$ cat config.mk
export PLATFORM = sky130hd
export DESIGN_NAME = putc_uart_tx_flat
export DESIGN_NICKNAME = d
export VERILOG_FILES = /design/src/rtl/elvm_pkg.sv /design/src/rtl/putc_uart_tx_if.sv /design/src/rtl/putc_fifo.sv /design/src/rtl/putc_uart_tx.sv /design/src/flat_wrapper.sv
export SDC_FILE = /design/constraint.sdc
export NUM_CORES = 1
export LEC_CHECK = 0
export ABC_AREA = 1
export BUFFER_PORTS_ARGS = -buffer_cell sky130_fd_sc_hd__buf_2
export CORE_AREA = 10 10 105 144
export DETAILED_ROUTE_END_ITERATION = 7
export DIE_AREA = 0 0 115 154
export GPL_ROUTABILITY_DRIVEN = 1
export PLACE_DENSITY = 0.75
export SLEW_MARGIN = 5
export SYNTH_ARGS = -nofsm -noshare
export SYNTH_HDL_FRONTEND = slang
export SYNTH_SLANG_ARGS = --single-unit
$ cat constraint.sdc
create_clock -name clk -period 4.1 [get_ports clk]
set_clock_uncertainty 0.2 [all_clocks]
set_input_delay 0 -clock clk [delete_from_list [all_inputs] [get_ports clk]]
set_output_delay 0 -clock clk [all_outputs]
set_load 0.005 [all_outputs]
$ cat src/rtl/elvm_pkg.sv
// elvm_pkg: ELVM opcode constants, putc TX state encoding and stage defaults.
package elvm_pkg;
   localparam logic [4:0] OP_PUTC = 5'b00101;
   localparam int CLKS_PER_BIT_DEF = 434;
   localparam int FIFO_DEPTH_DEF = 16;
   typedef enum logic [2:0] {TX_IDLE, TX_START, TX_DATA, TX_PARITY, TX_STOP} tx_state_t;
   function automatic logic even_parity(input logic [7:0] d);
      return ^d;
   endfunction
endpackage

$ cat src/rtl/putc_uart_tx_if.sv
// putc_uart_tx_if: character write port from the ELVM core into the putc TX stage.
interface putc_uart_tx_if;
   logic       wr_en;
   logic [7:0] wr_data;
   logic       full;
   logic       overflow;
   modport master(output wr_en, wr_data, input full, overflow);
   modport slave(input wr_en, wr_data, output full, overflow);
endinterface

$ cat src/rtl/putc_fifo.sv
// putc_fifo: character FIFO; writes while full are dropped and flagged in a sticky overflow.
module putc_fifo #(
   parameter int DEPTH = 16,
   localparam int AW = $clog2(DEPTH)
) (
   input  logic          clk,
   input  logic          rst_n,
   input  logic          wr_en,
   input  logic [7:0]    wr_data,
   input  logic          rd_en,
   output logic [7:0]    rd_data,
   output logic [AW:0]   count,
   output logic          full,
   output logic          empty,
   output logic          overflow
);
   logic [7:0]    mem [DEPTH];
   logic [AW-1:0] wr_ptr, rd_ptr;
   logic          do_wr, do_rd;
   logic [AW:0]   count_n;
   // a full FIFO refuses the write even if a pop frees a slot in the same cycle
   assign do_wr = wr_en & ~full;
   assign do_rd = rd_en & ~empty;
   assign empty = count == '0;
   assign rd_data = mem[rd_ptr];
   assign count_n = count + {{AW{1'b0}}, do_wr} - {{AW{1'b0}}, do_rd};
   always_ff @(posedge clk)
      if (do_wr) mem[wr_ptr] <= wr_data;
   always_ff @(posedge clk or negedge rst_n)
      if (!rst_n) begin
         wr_ptr   <= '0;
         rd_ptr   <= '0;
         count    <= '0;
         full     <= 1'b0;
         overflow <= 1'b0;
      end else begin
         if (do_wr) wr_ptr <= wr_ptr + AW'(1);
         if (do_rd) rd_ptr <= rd_ptr + AW'(1);
         count <= count_n;
         full  <= count_n == (AW+1)'(DEPTH);
         if (wr_en && full) overflow <= 1'b1;
      end
endmodule

$ cat src/rtl/putc_uart_tx.sv
// putc_uart_tx: buffers ELVM putc characters and serialises them as UART 8N1 frames.
// Define PUTC_PARITY_EN to insert an even parity bit after bit 7 (8E1).
module putc_uart_tx
   import elvm_pkg::*;
#(
   parameter int CLKS_PER_BIT = CLKS_PER_BIT_DEF,
   parameter int FIFO_DEPTH = FIFO_DEPTH_DEF
) (
   input  logic           clk,
   input  logic           rst_n,
   putc_uart_tx_if.slave  bus,
   output logic           txd,
   output logic           busy
);
   localparam int BW = $clog2(CLKS_PER_BIT);
   localparam int AW = $clog2(FIFO_DEPTH);
   localparam logic [BW-1:0] BAUD_MAX = BW'(CLKS_PER_BIT - 1);
   tx_state_t     state;
   logic [BW-1:0] baud;
   logic [2:0]    bit_idx;
   logic [7:0]    shift;
   logic [7:0]    rd_data;
   logic [AW:0]   count;
   logic          empty, pop, bit_end;
`ifdef PUTC_PARITY_EN
   logic          parity;
`endif
   putc_fifo #(.DEPTH(FIFO_DEPTH)) u_fifo (
      .clk      (clk),
      .rst_n    (rst_n),
      .wr_en    (bus.wr_en),
      .wr_data  (bus.wr_data),
      .rd_en    (pop),
      .rd_data  (rd_data),
      .count    (count),
      .full     (bus.full),
      .empty    (empty),
      .overflow (bus.overflow)
   );
   assign bit_end = baud == '0;
   // popping at the end of STOP chains the next start bit with no idle gap
   assign pop = !empty && (state == TX_IDLE || (state == TX_STOP && bit_end));
   assign busy = state != TX_IDLE || count != '0;
   always_ff @(posedge clk or negedge rst_n)
      if (!rst_n) begin
         state   <= TX_IDLE;
         baud    <= '0;
         bit_idx <= '0;
         shift   <= '0;
         txd     <= 1'b1;
`ifdef PUTC_PARITY_EN
         parity  <= 1'b0;
`endif
      end else if (pop) begin
         state <= TX_START;
         baud  <= BAUD_MAX;
         shift <= rd_data;
         txd   <= 1'b0;
`ifdef PUTC_PARITY_EN
         parity <= even_parity(rd_data);
`endif
      end else if (state != TX_IDLE) begin
         baud <= bit_end ? BAUD_MAX : baud - BW'(1);
         if (bit_end)
            case (state)
               TX_START: begin
                  state   <= TX_DATA;
                  bit_idx <= '0;
                  txd     <= shift[0];
               end
               TX_DATA:
                  if (bit_idx == 3'd7) begin
`ifdef PUTC_PARITY_EN
                     state <= TX_PARITY;
                     txd   <= parity;
`else
                     state <= TX_STOP;
                     txd   <= 1'b1;
`endif
                  end else begin
                     shift   <= shift >> 1;
                     txd     <= shift[1];
                     bit_idx <= bit_idx + 3'd1;
                  end
`ifdef PUTC_PARITY_EN
               TX_PARITY: begin
                  state <= TX_STOP;
                  txd   <= 1'b1;
               end
`endif
               default: state <= TX_IDLE;
            endcase
      end
endmodule

$ cat src/flat_wrapper.sv
// flat-port wrapper written by rule: the top's interface ports become plain ports
module putc_uart_tx_flat import elvm_pkg::*;
#(
   parameter int CLKS_PER_BIT = CLKS_PER_BIT_DEF,
   parameter int FIFO_DEPTH = FIFO_DEPTH_DEF
)
  (clk, rst_n, txd, busy, bus_wr_en, bus_wr_data, bus_full, bus_overflow);
  putc_uart_tx_if bus_i ();
  input  logic clk;
  input  logic rst_n;
  output logic txd;
  output logic busy;
  input wire logic [$bits(bus_i.wr_en)-1:0] bus_wr_en;
  input wire logic [$bits(bus_i.wr_data)-1:0] bus_wr_data;
  output wire logic [$bits(bus_i.full)-1:0] bus_full;
  output wire logic [$bits(bus_i.overflow)-1:0] bus_overflow;
  assign bus_i.wr_en = bus_wr_en;
  assign bus_i.wr_data = bus_wr_data;
  assign bus_full = bus_i.full;
  assign bus_overflow = bus_i.overflow;
  putc_uart_tx #(.CLKS_PER_BIT(CLKS_PER_BIT), .FIFO_DEPTH(FIFO_DEPTH)) u_core (.clk(clk), .rst_n(rst_n), .bus(bus_i), .txd(txd), .busy(busy));
endmodule
==> flow_summary.rst, run 1 <==
.. list-table::
   :header-rows: 1

   * - Metric
     - Value
   * - Result of the run
     - completed
   * - Placement Rows
     - 48
   * - Post-route fraction of the period consumed by the critical path
     - 77.51%
   * - Post-Syn Area
     - 7269 um^2
   * - Worst Max-Slew Pin Slew
     - 1.038 ns
   * - Number of setup violations in the final report
     - 0
   * - Clk slew on worst S/H paths
     - 0.07 ns
   * - Unique masters post-synth
     - 38
   * - Arrival time worst endpoint
     - 3.32 ns
   * - Complex-gate fraction of the synthesized area
     - 5.542%
   * - Effective utilization at floorplan
     - 58.76%
   * - Number of nets with antenna violations after detailed routing
     - 0
   * - Net switching component of the power
     - 1.094 mW
   * - Pwr Density
     - 523.2 nW/um^2
   * - Largest family of logic cells by synthesized area
     - simple AND/OR/NAND/NOR gates
   * - Placeable core area
     - 12,370 um^2
   * - Dpl hpwl
     - 9.498 mm
   * - Cell type with the largest total area after synthesis
     - sky130_fd_sc_hd__edfxtp_1
   * - Fraction of post-synthesis cell area in the top cell type by area
     - 52.87%
   * - Critical Path Most Common Cell
     - sky130_fd_sc_hd__ha_1
   * - Via count
     - 4,798
   * - Post-route non-filler standard cell count
     - 848
   * - Leading cell types in the layout, fill and taps excluded
     - sky130_fd_sc_hd__edfxtp_1 (128), sky130_fd_sc_hd__nor2_1 (127), sky130_fd_sc_hd__nand2_1 (91)
   * - Share of the synthesized netlist area taken by xor and xnor gates
     - 1.325%
   * - Share of flip-flops with an asynchronous set or reset
     - 23.35%
   * - Seq cells post-synth
     - 167
   * - Sequential fraction of the synthesis area
     - 66.32%
   * - Multiplexer share of the synthesized area
     - 0.4475%
   * - Combinational power share
     - 11.5%
   * - Part of the total power dissipated in sequential elements
     - 49.1%
   * - Area growth from synthesis to layout
     - 12.01%
   * - Adder-cell share of the synthesized area
     - 2.857%
   * - Max-cap violations
     - 0
   * - Cell breakdown of the critical path
     - inv_1 > ha_1 > nand2_1 > nor2_2 > nor2_1 > nand2_4 > inv_4 > ha_1 > inv_1 > ha_1 > fa_1 > xor2_1 > or3_1 > nor3_1
   * - Setup Crit Path Kind
     - flop to flop
   * - Peak Freq
     - 314.7 MHz
   * - CP Capture Type
     - flop
   * - Count of synthesis-stage warnings from yosys
     - 0
   * - Pins over their slew limit
     - 0
   * - Largest net degree at the start of global routing
     - 67
   * - RSZ-0062 raised after global routing
     - no
   * - Count of unresolved DRC violations after routing
     - 0
   * - Number of hold-slack violations in the final timing report
     - 0
   * - Worst Hold Slack
     - 0.01689 ns
   * - Class of the most critical hold timing path
     - input pin to async pin
   * - Number of filler instances in the final layout
     - 901
   * - Critical Path RT
     - 4.24 ns
   * - Global-route wire length before repair
     - 23.94 mm
   * - Vias in the first global route
     - 4,871
   * - Count of inserted antenna diode cells
     - 0
   * - CP max FO
     - 19
   * - VDD IR-drop max
     - 300.4 uV
   * - Fraction of power consumed by the clock network
     - 39.4%
   * - Count of flip-flops with a built-in enable after synthesis
     - 128
   * - Number of DRC violations after detailed-routing iteration 0
     - 403
   * - Full die area
     - 17,710 um^2
   * - Net total in the final layout
     - 712
   * - Number of buffers created by CTS
     - 17
   * - Simple-gate area share of the yosys netlist
     - 19.14%
   * - Int Pwr
     - 3.166 mW
   * - Switch share
     - 25.68%
   * - Clock tree root driver cell
     - sky130_fd_sc_hd__clkbuf_16
   * - Overall Global Routing Usage
     - 17.04%
   * - Number of clock sinks
     - 167
   * - Count of H-tree levels built during CTS
     - 4
   * - Largest cells by area after synthesis
     - sky130_fd_sc_hd__edfxtp_1 (53%), sky130_fd_sc_hd__dfrtp_1 (13%), sky130_fd_sc_hd__nor2_1 (6.6%)
   * - Top-level port count
     - 15
   * - TritonCTS clock tree
     - done
   * - Total congestion overflow
     - 0
   * - Die Span X
     - 115 um
   * - Cell total after placement
     - 806
   * - Max stage delay on crit path
     - 0.41 ns
   * - Die height
     - 154 um
   * - Syn Inst Count
     - 667
   * - WL final
     - 14.48 mm
   * - Total Neg Setup Slack
     - 0 ns
   * - Worst-path cell with the longest stage delay
     - sky130_fd_sc_hd__fa_1
   * - Buffers on Ports
     - 14
   * - Clock period minus worst slack
     - 3.178 ns
   * - Number of antenna violations at the first check in global routing
     - 0
   * - Kind of launch point of the worst setup path
     - flop
   * - Longest Clk Path Bufs
     - 2
   * - Most used flip-flop cell after synthesis
     - sky130_fd_sc_hd__edfxtp_1
   * - Rel. slew slack
     - 30.77%
   * - Total power consumption of the routed design
     - 4.260 mW
   * - Static leakage
     - 3.138 nW
   * - First-pass iteration count of the detailed router
     - 5
   * - Layout cells sized above 1
     - 10.74%
   * - Average cell area after synthesis
     - 10.90 um^2
   * - Average vias per placed instance
     - 5.658
   * - Post-Synthesis Net Count
     - 694
   * - Placer's final routability congestion estimate
     - 0.8158
   * - Commonest non-fill, non-tap cell in the layout
     - sky130_fd_sc_hd__edfxtp_1
   * - Average wire per standard cell
     - 17.07 um
   * - Clock latency of the later-clocked register in the worst-skew pair
     - 0.43 ns
[cell families (layout without fill, tap and decap cells)]
kind of cell,after synthesis,count (layout)
and+or+nand+nor,321,321
DFF,167,167
buffers and inverters,76,107
AOI/OAI and AO/OA,74,74
adders and majority gates,16,16
xor gates and xnor gates,11,11
muxes,2,2
[metrics by stage]
stage | area [um^2] | util [%] | setup slack (ns)
2_1_floorplan | 7269 | - | 1.134
3_5_place_dp | 7412 | 59.91 | 0.9108
6_report | 8143 | 65.82 | 0.9222
5_1_grt | 8143 | 65.82 | 0.7215
4_1_cts | 8143 | 65.82 | 0.8906
3_3_place_gp | 7412 | 59.91 | 1.046
[area by class of cell]
| type | count | area [um^2] | share of cell area, % |
|---|---|---|---|
| timing repair buffer | 26 | 185.2 | 2.274 |
| clock buffer | 17 | 425.4 | 5.224 |
| sequential | 167 | 4822 | 59.22 |
| clock inverter | 15 | 205.2 | 2.520 |
| multi-input combinational | 424 | 2131 | 26.17 |
| inverter | 49 | 186.4 | 2.289 |
| tap | 150 | 187.7 | 2.305 |
[cell usage after synthesis, drive strengths merged (5+ instances only)]
| library cell | n |
|---|---|
| a21oi | 5 |
| buf | 18 |
| clkbuf | 9 |
| dfrtp | 38 |
| edfxtp | 128 |
| ha | 15 |
| inv | 48 |
| nand2 | 100 |
| nand3 | 78 |
| nor2 | 133 |
| nor3 | 8 |
| o211ai | 6 |
| o21ai | 57 |
| xor2 | 11 |
[registers in the layout, indices dropped and copies added, names as in the netlist]
register / flops
u_core.u_fifo.mem: 128
u_core.baud: 9
u_core.shift: 8
u_core.u_fifo.count: 5
u_core.u_fifo.rd_ptr: 4
u_core.u_fifo.wr_ptr: 4
u_core.bit_idx: 3
u_core.state: 3
u_core.txd: 1
u_core.u_fifo.full: 1
u_core.u_fifo.overflow: 1
[power by group through the flow]
stage	sequential (mW)	combinational, mW	clock [mW]
2_1_floorplan	2.11	0.337	0
3_3_place_gp	2.12	0.461	0
3_5_place_dp	2.13	0.488	0
4_1_cts	2.09	0.498	1.69
5_1_grt	2.11	0.558	1.78
6_report	2.09	0.488	1.68
[worst paths after layout]
check | startpoint | end | slack (ns) | cells after the start
worst max-delay path | u_core.u_fifo.count[2]$_DFF_PN0_ | u_core.u_fifo.full$_DFF_PN0_ | 0.92 | 14
worst min-delay path | rst_n | u_core.baud[7]$_DFFE_PN0P_ | 0.02 | 2
worst max register to register | u_core.u_fifo.count[2]$_DFF_PN0_ | u_core.u_fifo.full$_DFF_PN0_ | 0.92 | 14
worst min register to register | u_core.u_fifo.overflow$_DFFE_PN0P_ | u_core.u_fifo.overflow$_DFFE_PN0P_ | 0.26 | 1
max in group asynchronous | rst_n | u_core.u_fifo.rd_ptr[0]$_DFFE_PN0P_ | 3.09 | 2
min in group clk | bus_wr_en | u_core.u_fifo.overflow$_DFFE_PN0P_ | 0.12 | 3
[metal layers]
layer,part of all wire [%],GRT usage (%),vias to the layer above,wire (um)
met4,1.8,5.437,0,257
met5,0,0,-,0
li1,-,-,2304,-
met1,38,19.47,2323,5478
met3,4.9,4.245,29,710
met2,55,30.08,142,8031
[what timing repair did]
action | 4_1_cts | 5_1_grt
setup buffers | 0 | 0
hold endpoints to repair | 172 | 0
resized for setup | 0 | 0
hold buffers | 10 | 0
[critical path, delay by kind of cell, from the launching register on]
family        cells  cell delay, ns
simple gates      6            1.02
fa+ha+maj         4            1.05
flops             1            0.39
buf+inv           3            0.24
xor+xnor          1            0.18
No activity file was read; power rests on OpenSTA's default activity.
==> run 2, diff against run 1 <==
Clock period 4.1 ns to 3 ns, I/O delays scaled along.
==> run 2 against run 1 <==
- clock-buffer cell count unchanged
- flip-flop and latch count unchanged
- cell count increased by 1.8%
- sequential share of layout area decreased by 0.64 points
- combinational power increased by 51%
- critical path type unchanged
- highest routed layer unchanged
==> flow_summary.rst, run 2 (same netlist as run 1, synthesis figures left out) <==
.. list-table::
   :header-rows: 1

   * - Metric
     - Value
   * - VDD IR-drop max
     - 409.8 uV (was 300.4 uV)
   * - Longest Clk Path Bufs
     - 2 (unchanged)
   * - Layout cells sized above 1
     - 13.04% (was 10.74%)
   * - Count of H-tree levels built during CTS
     - 4 (unchanged)
   * - Max stage delay on crit path
     - 0.45 ns (was 0.41 ns)
   * - Number of filler instances in the final layout
     - 898 (was 901)
   * - Worst-path cell with the longest stage delay
     - sky130_fd_sc_hd__fa_2 (was sky130_fd_sc_hd__fa_1)
   * - First-pass iteration count of the detailed router
     - 5 (unchanged)
   * - Pwr Density
     - 696.6 nW/um^2 (was 523.2 nW/um^2)
   * - Commonest non-fill, non-tap cell in the layout
     - sky130_fd_sc_hd__edfxtp_1 (unchanged)
   * - Count of unresolved DRC violations after routing
     - 0 (unchanged)
   * - R2R depth
     - 14 (unchanged)
   * - Buffers on Ports
     - 14 (unchanged)
   * - Number of flip-flops in the largest register
     - 128 (unchanged)
   * - Top-level port count
     - 15 (unchanged)
   * - Reg-to-reg endpoint
     - u_core.u_fifo.full$_DFF_PN0_ (unchanged)
   * - Number of nets with antenna violations after detailed routing
     - 0 (unchanged)
   * - FF+latch area
     - 4822 um^2 (unchanged)
   * - Pins over their slew limit
     - 0 (unchanged)
   * - Setup Crit Path Kind
     - flop to flop (unchanged)
   * - Placer's final routability congestion estimate
     - 0.8514 (was 0.8158)
   * - WL final
     - 14.93 mm (was 14.48 mm)
   * - Result of the run
     - completed (unchanged)
   * - Number of clock sinks
     - 167 (unchanged)
   * - Largest register by flop count
     - u_core.u_fifo.mem (unchanged)
   * - Largest net degree at the start of global routing
     - 67 (unchanged)
   * - Class of the most critical hold timing path
     - input pin to async pin (unchanged)
   * - Total Neg Setup Slack
     - 0 ns (unchanged)
   * - Worst Hold Slack
     - 0.03518 ns (was 0.01689 ns)
   * - Clock tree root driver cell
     - sky130_fd_sc_hd__clkbuf_16 (unchanged)
   * - Kind of launch point of the worst setup path
     - flop (unchanged)
   * - Via count
     - 4,910 (was 4,798)
   * - Clock latency of the later-clocked register in the worst-skew pair
     - 0.43 ns (about the same)
   * - Number of buffers created by CTS
     - 17 (unchanged)
   * - Post-route fraction of the period consumed by the critical path
     - 94.81% (was 77.51%)
   * - Number of hold-slack violations in the final timing report
     - 0 (unchanged)
   * - Placeable core area
     - 12,370 um^2 (unchanged)
   * - Die height
     - 154 um (unchanged)
   * - Clk slew on worst S/H paths
     - 0.07 ns (about the same)
   * - Area growth from synthesis to layout
     - 13.24% (was 12.01%)
   * - Critical Path RT
     - 3.15 ns (was 4.24 ns)
   * - Net total in the final layout
     - 727 (was 712)
   * - CP max FO
     - 5 (was 19)
   * - Critical Path Most Common Cell
     - sky130_fd_sc_hd__ha_1 (unchanged)
   * - TritonCTS clock tree
     - done (unchanged)
   * - Multi-input logic area
     - 2143 um^2 (was 2131 um^2)
   * - Full die area
     - 17,710 um^2 (unchanged)
   * - Vias in the first global route
     - 5,057 (was 4,871)
   * - Die Span X
     - 115 um (unchanged)
   * - Arrival time worst endpoint
     - 2.99 ns (was 3.32 ns)
   * - Number of setup violations in the final report
     - 0 (unchanged)
   * - Effective utilization at floorplan
     - 58.76% (unchanged)
   * - CP Capture Type
     - flop (unchanged)
   * - Total power consumption of the routed design
     - 5.734 mW (was 4.260 mW)
   * - Total congestion overflow
     - 0 (unchanged)
   * - Count of inserted antenna diode cells
     - 0 (unchanged)
   * - Slack of the worst reg-to-reg path
     - 0.16 ns (was 0.92 ns)
   * - RSZ-0062 raised after global routing
     - no (unchanged)
   * - Rel. slew slack
     - 41.76% (was 30.77%)
   * - Global-route wire length before repair
     - 24.60 mm (was 23.94 mm)
   * - # Post-CTS Setup Buffers
     - 0 (unchanged)
   * - Dpl hpwl
     - 9.848 mm (was 9.498 mm)
   * - Clock period minus worst slack
     - 2.844 ns (was 3.178 ns)
   * - Number of antenna violations at the first check in global routing
     - 0 (unchanged)
   * - Average vias per placed instance
     - 5.689 (was 5.658)
   * - Leading cell types in the layout, fill and taps excluded
     - sky130_fd_sc_hd__edfxtp_1 (128), sky130_fd_sc_hd__nor2_1 (127), sky130_fd_sc_hd__nand2_1 (91) (unchanged)
   * - Placement Rows
     - 48 (unchanged)
   * - Peak Freq
     - 351.6 MHz (was 314.7 MHz)
   * - Static leakage
     - 3.193 nW (was 3.138 nW)
   * - Cell breakdown of the critical path
     - inv_2 > ha_1 > nand2_1 > nor2_2 > nand2_4 > nand2_2 > nand2_4 > inv_4 > ha_1 > inv_1 > ha_1 > fa_2 > or3_1 > nor3_2 (was inv_1 > ha_1 > nand2_1 > nor2_2 > nor2_1 > nand2_4 > inv_4 > ha_1 > inv_1 > ha_1 > fa_1 > xor2_1 > or3_1 > nor3_1)
   * - Overall Global Routing Usage
     - 17.53% (was 17.04%)
   * - Max-cap violations
     - 0 (unchanged)
   * - Number of DRC violations after detailed-routing iteration 0
     - 339 (was 403)
   * - Launching point of the worst reg2reg path
     - u_core.baud[0]$_DFFE_PN0P_ (was u_core.u_fifo.count[2]$_DFF_PN0_)
   * - Worst Max-Slew Pin Slew
     - 0.8735 ns (was 1.038 ns)
   * - Biggest regs
     - u_core.u_fifo.mem x128, u_core.baud x9, u_core.shift x8 (unchanged)
   * - Average wire per standard cell
     - 17.30 um (was 17.07 um)
[run 2: how the worst max path moves through the flow]
stage,start,to,slack [ns]
6_report,u_core.baud[0]$_DFFE_PN0P_,u_core.u_fifo.full$_DFF_PN0_,0.16
5_1_grt,u_core.baud[0]$_DFFE_PN0P_,u_core.u_fifo.full$_DFF_PN0_,0.007
4_1_cts,u_core.u_fifo.count[2]$_DFF_PN0_,u_core.u_fifo.full$_DFF_PN0_,0.05
3_3_place_gp,u_core.u_fifo.count[3]$_DFF_PN0_,u_core.u_fifo.full$_DFF_PN0_,0.13
2_1_floorplan,u_core.u_fifo.count[3]$_DFF_PN0_,u_core.u_fifo.full$_DFF_PN0_,0.03
3_5_place_dp,u_core.u_fifo.count[2]$_DFF_PN0_,u_core.u_fifo.full$_DFF_PN0_,0.07
[run 2: worst max-delay path: cells and delay by family, from the launching register on]
family / cells / cell delay, ns
adder cells (fa/ha/maj): 4 / 0.99
AND/OR/NAND/NOR: 7 / 0.98
flip-flops: 1 / 0.40
buffers and inverters: 3 / 0.19
[run 2: layout make-up]
class / instances / share of cell area [%]
clock inverters: 15 / 1.900
multi-input cells: 424 / 26.04
inverters: 49 / 2.265
clock buffers: 17 / 5.168
repair buffers: 41 / 3.770
well taps: 150 / 2.280
flip-flops and latches: 167 / 58.58
[run 2: layer usage]
layer / GRT usage [%] / wire, um / up-vias
li1: - / - / 2332
met1: 19.10 / 5724 / 2417
met2: 31.88 / 8218 / 134
met3: 3.271 / 651 / 27
met4: 7.388 / 339 / 0
met5: 0 / 0 / -
[run 2: power breakdown]
| group | switching, mW | internal, mW |
|---|---|---|
| Clock | 0.954 | 1.18 |
| Sequential | 0.100 | 2.76 |
| Combinational | 0.491 | 0.247 |
[run 2: what timing repair did]
action                                 CTS  global route
gates resized for setup                  0             4
setup endpoints to repair                0             1
endpoints found under the hold margin  171             0
hold buffers                            10             0
[run 2: metrics by stage]
step           setup slack [ns]  utilization [%]  std cells  cell area (um^2)
2_1_floorplan           0.03357                -        667              7269
3_3_place_gp             0.1283            60.92        821              7537
3_5_place_dp            0.06639            60.92        821              7537
4_1_cts                 0.04639            66.43        863              8219
5_1_grt                0.007224            66.54        863              8232
6_report                 0.1558            66.54        863              8232
==> run 3, diff against run 2 <==
Settings changed: CAP_MARGIN from default to 20, CTS_CLUSTER_DIAMETER from default to 80.
Clock period 3 ns to 3.42 ns, I/O delays scaled along.
==> run 3 against run 2 <==
- clock power fell by 15%
- first-iteration DRC count rose by 3.8%
- die area did not move
- critical path depth did not move
- non-clock buffer count fell by 11
- design area fell by 1.5%
- combinational power fell by 17%
- via count fell by 1.1%
- cell count fell by 1.4%
- sequential share of layout area rose by 0.91 points
- power fell by 14%
- critical path type unchanged
==> flow_summary.rst, run 3 (same netlist as run 1, synthesis figures left out) <==
.. list-table::
   :header-rows: 1

   * - Metric
     - Value
   * - Result of the run
     - completed (unchanged)
   * - Dpl hpwl
     - 9.629 mm (was 9.848 mm)
   * - Arrival time worst endpoint
     - 3.27 ns (was 2.99 ns)
   * - Max stage delay on crit path
     - 0.45 ns (about the same)
   * - Total congestion overflow
     - 0 (unchanged)
   * - RSZ-0062 raised after global routing
     - no (unchanged)
   * - Worst Hold Slack
     - 0.04651 ns (was 0.03518 ns)
   * - Class of the most critical hold timing path
     - input pin to async pin (unchanged)
   * - VDD IR-drop max
     - 396.1 uV (was 409.8 uV)
   * - Overall Global Routing Usage
     - 17.56% (was 17.53%)
   * - Peak Freq
     - 318.6 MHz (was 351.6 MHz)
   * - Setup Crit Path Kind
     - flop to flop (unchanged)
   * - Static leakage
     - 3.115 nW (was 3.193 nW)
   * - Setup slack of the critical path after layout
     - 0.2808 ns (was 0.1558 ns)
   * - Worst slack at placement
     - 0.2602 ns (was 0.06639 ns)
   * - Count of H-tree levels built during CTS
     - 4 (unchanged)
   * - Die height
     - 154 um (unchanged)
   * - Number of nets with antenna violations after detailed routing
     - 0 (unchanged)
   * - Critical Path RT
     - 3.55 ns (was 3.15 ns)
   * - Longest Clk Path Bufs
     - 2 (unchanged)
   * - Placement Rows
     - 48 (unchanged)
   * - Number of buffers created by CTS
     - 17 (unchanged)
   * - Full die area
     - 17,710 um^2 (unchanged)
   * - Die Span X
     - 115 um (unchanged)
   * - Number of hold-slack violations in the final timing report
     - 0 (unchanged)
   * - First-pass iteration count of the detailed router
     - 5 (unchanged)
   * - Number of antenna violations at the first check in global routing
     - 0 (unchanged)
   * - Leading cell types in the layout, fill and taps excluded
     - sky130_fd_sc_hd__edfxtp_1 (128), sky130_fd_sc_hd__nor2_1 (127), sky130_fd_sc_hd__nand2_1 (91) (unchanged)
   * - Clock period minus worst slack
     - 3.139 ns (was 2.844 ns)
   * - Pins over their slew limit
     - 0 (unchanged)
   * - Buffers on Ports
     - 14 (unchanged)
   * - Number of flip-flops in the largest register
     - 128 (unchanged)
   * - Placeable core area
     - 12,370 um^2 (unchanged)
   * - Largest net degree at the start of global routing
     - 67 (unchanged)
   * - Count of cells resized by post-cts repair
     - 0 (unchanged)
   * - Post-route fraction of the period consumed by the critical path
     - 91.79% (was 94.81%)
   * - Biggest regs
     - u_core.u_fifo.mem x128, u_core.baud x9, u_core.shift x8 (unchanged)
   * - # Post-CTS Setup Buffers
     - 0 (unchanged)
   * - Clock latency of the later-clocked register in the worst-skew pair
     - 0.42 ns (was 0.43 ns)
   * - Total Neg Setup Slack
     - 0 ns (unchanged)
   * - CP Capture Type
     - flop (unchanged)
   * - Clk slew on worst S/H paths
     - 0.06 ns (was 0.07 ns)
   * - Number of setup violations in the final report
     - 0 (unchanged)
   * - Critical Path Most Common Cell
     - sky130_fd_sc_hd__ha_1 (unchanged)
   * - Global-route wire length before repair
     - 24.69 mm (was 24.60 mm)
   * - Commonest non-fill, non-tap cell in the layout
     - sky130_fd_sc_hd__edfxtp_1 (unchanged)
   * - Vias in the first global route
     - 4,930 (was 5,057)
   * - Count of inserted antenna diode cells
     - 0 (unchanged)
   * - WL final
     - 14.91 mm (was 14.93 mm)
   * - Via count
     - 4,858 (was 4,910)
   * - Pwr Density
     - 609.9 nW/um^2 (was 696.6 nW/um^2)
   * - Average wire per standard cell
     - 17.52 um (was 17.30 um)
   * - Rel. slew slack
     - 37.90% (was 41.76%)
   * - Worst Max-Slew Pin Slew
     - 0.9281 ns (was 0.8735 ns)
   * - Number of clock sinks
     - 167 (unchanged)
   * - Cell breakdown of the critical path
     - inv_1 > ha_1 > nand2_1 > nor2_2 > nand2_4 > nand2_2 > nand2_4 > inv_4 > ha_1 > inv_1 > ha_1 > fa_1 > or3_1 > nor3_1 (was inv_2 > ha_1 > nand2_1 > nor2_2 > nand2_4 > nand2_2 > nand2_4 > inv_4 > ha_1 > inv_1 > ha_1 > fa_2 > or3_1 > nor3_2)
   * - Net total in the final layout
     - 716 (was 727)
   * - Largest register by flop count
     - u_core.u_fifo.mem (unchanged)
   * - Average vias per placed instance
     - 5.709 (was 5.689)
   * - Area growth from synthesis to layout
     - 11.50% (was 13.24%)
   * - Worst-path cell with the longest stage delay
     - sky130_fd_sc_hd__fa_1 (was sky130_fd_sc_hd__fa_2)
   * - TritonCTS clock tree
     - done (unchanged)
   * - Kind of launch point of the worst setup path
     - flop (unchanged)
   * - Effective utilization at floorplan
     - 58.76% (unchanged)
   * - Layout cells sized above 1
     - 10.56% (was 13.04%)
   * - Count of unresolved DRC violations after routing
     - 0 (unchanged)
   * - Top-level port count
     - 15 (unchanged)
   * - Max-cap violations
     - 0 (unchanged)
   * - Placer's final routability congestion estimate
     - 0.8316 (was 0.8514)
   * - Clock tree root driver cell
     - sky130_fd_sc_hd__clkbuf_16 (unchanged)
   * - CP max FO
     - 19 (was 5)
   * - Number of DRC violations after detailed-routing iteration 0
     - 352 (was 339)
==> run 3: changes by cell type in the layout (fill, tap and decap cells not counted), sizes merged <==
cell and change:
clkinvlp +1, clkinv +6, inv -10, clkbuf +1, bufinv +1, buf -11
==> run 3: metrics by stage <==
| stage | total power, mW | instances | utilization, % | cell area [um^2] |
|---|---|---|---|---|
| 4_1_cts | 4.958 | 851 | 65.51 | 8105 |
| 2_1_floorplan | 2.934 | 667 | - | 7269 |
| 5_1_grt | 5.152 | 851 | 65.51 | 8105 |
| 3_5_place_dp | 3.155 | 810 | 60.15 | 7442 |
| 6_report | 4.943 | 851 | 65.51 | 8105 |
| 3_3_place_gp | 3.096 | 810 | 60.15 | 7442 |
==> run 3: critical path, delay by kind of cell (launching register included) <==
family / cells / cell delay (ns)
buffers and inverters: 3 / 0.38
flip-flops: 1 / 0.38
AND/OR/NAND/NOR: 7 / 1.03
adder cells (fa/ha/maj): 4 / 1.05
==> run 3: metal layers <==
metal / vias up / track usage [%] / share of wire [%]
li1: 2308 / - / -
met1: 2351 / 20.30 / 40
met2: 167 / 30.75 / 53
met3: 32 / 3.894 / 4.8
met4: 0 / 6.265 / 2.2
met5: - / 0 / 0
==> run 3: power breakdown <==
part	internal (mW)	leakage [nW]	switching, mW
clock network	1.06	0.264	0.756
registers	2.43	1.63	0.0864
logic	0.196	1.22	0.413
==> run 3: what timing repair did <==
item,4_1_cts,5_1_grt
hold buffers,10,0
setup endpoints to repair,0,0
hold endpoints to repair,171,0
==> run 3: worst paths after layout <==
| kind | start | slack, ns | cells after the start | endpoint |
|---|---|---|---|---|
| max reg2reg | u_core.baud[0]$_DFFE_PN0P_ | 0.28 | 14 | u_core.u_fifo.full$_DFF_PN0_ |
| max | u_core.baud[0]$_DFFE_PN0P_ | 0.28 | 14 | u_core.u_fifo.full$_DFF_PN0_ |
| min | rst_n | 0.05 | 2 | u_core.shift[5]$_DFFE_PN0P_ |
| min reg2reg | u_core.u_fifo.overflow$_DFFE_PN0P_ | 0.26 | 1 | u_core.u_fifo.overflow$_DFFE_PN0P_ |
| min in group clk | bus_wr_en | 0.13 | 3 | u_core.u_fifo.overflow$_DFFE_PN0P_ |
| max in group asynchronous | rst_n | 2.34 | 2 | u_core.u_fifo.rd_ptr[0]$_DFFE_PN0P_ |
==> run 3: cell type report <==
type	instances	area, um^2
clock buffers	18	429.2
clock inverters	13	133.9
fillers	942	4267
inverters	49	186.4
multi-input cells	424	2131
flip-flops and latches	167	4822
well taps	150	187.7
repair buffers	30	215.2
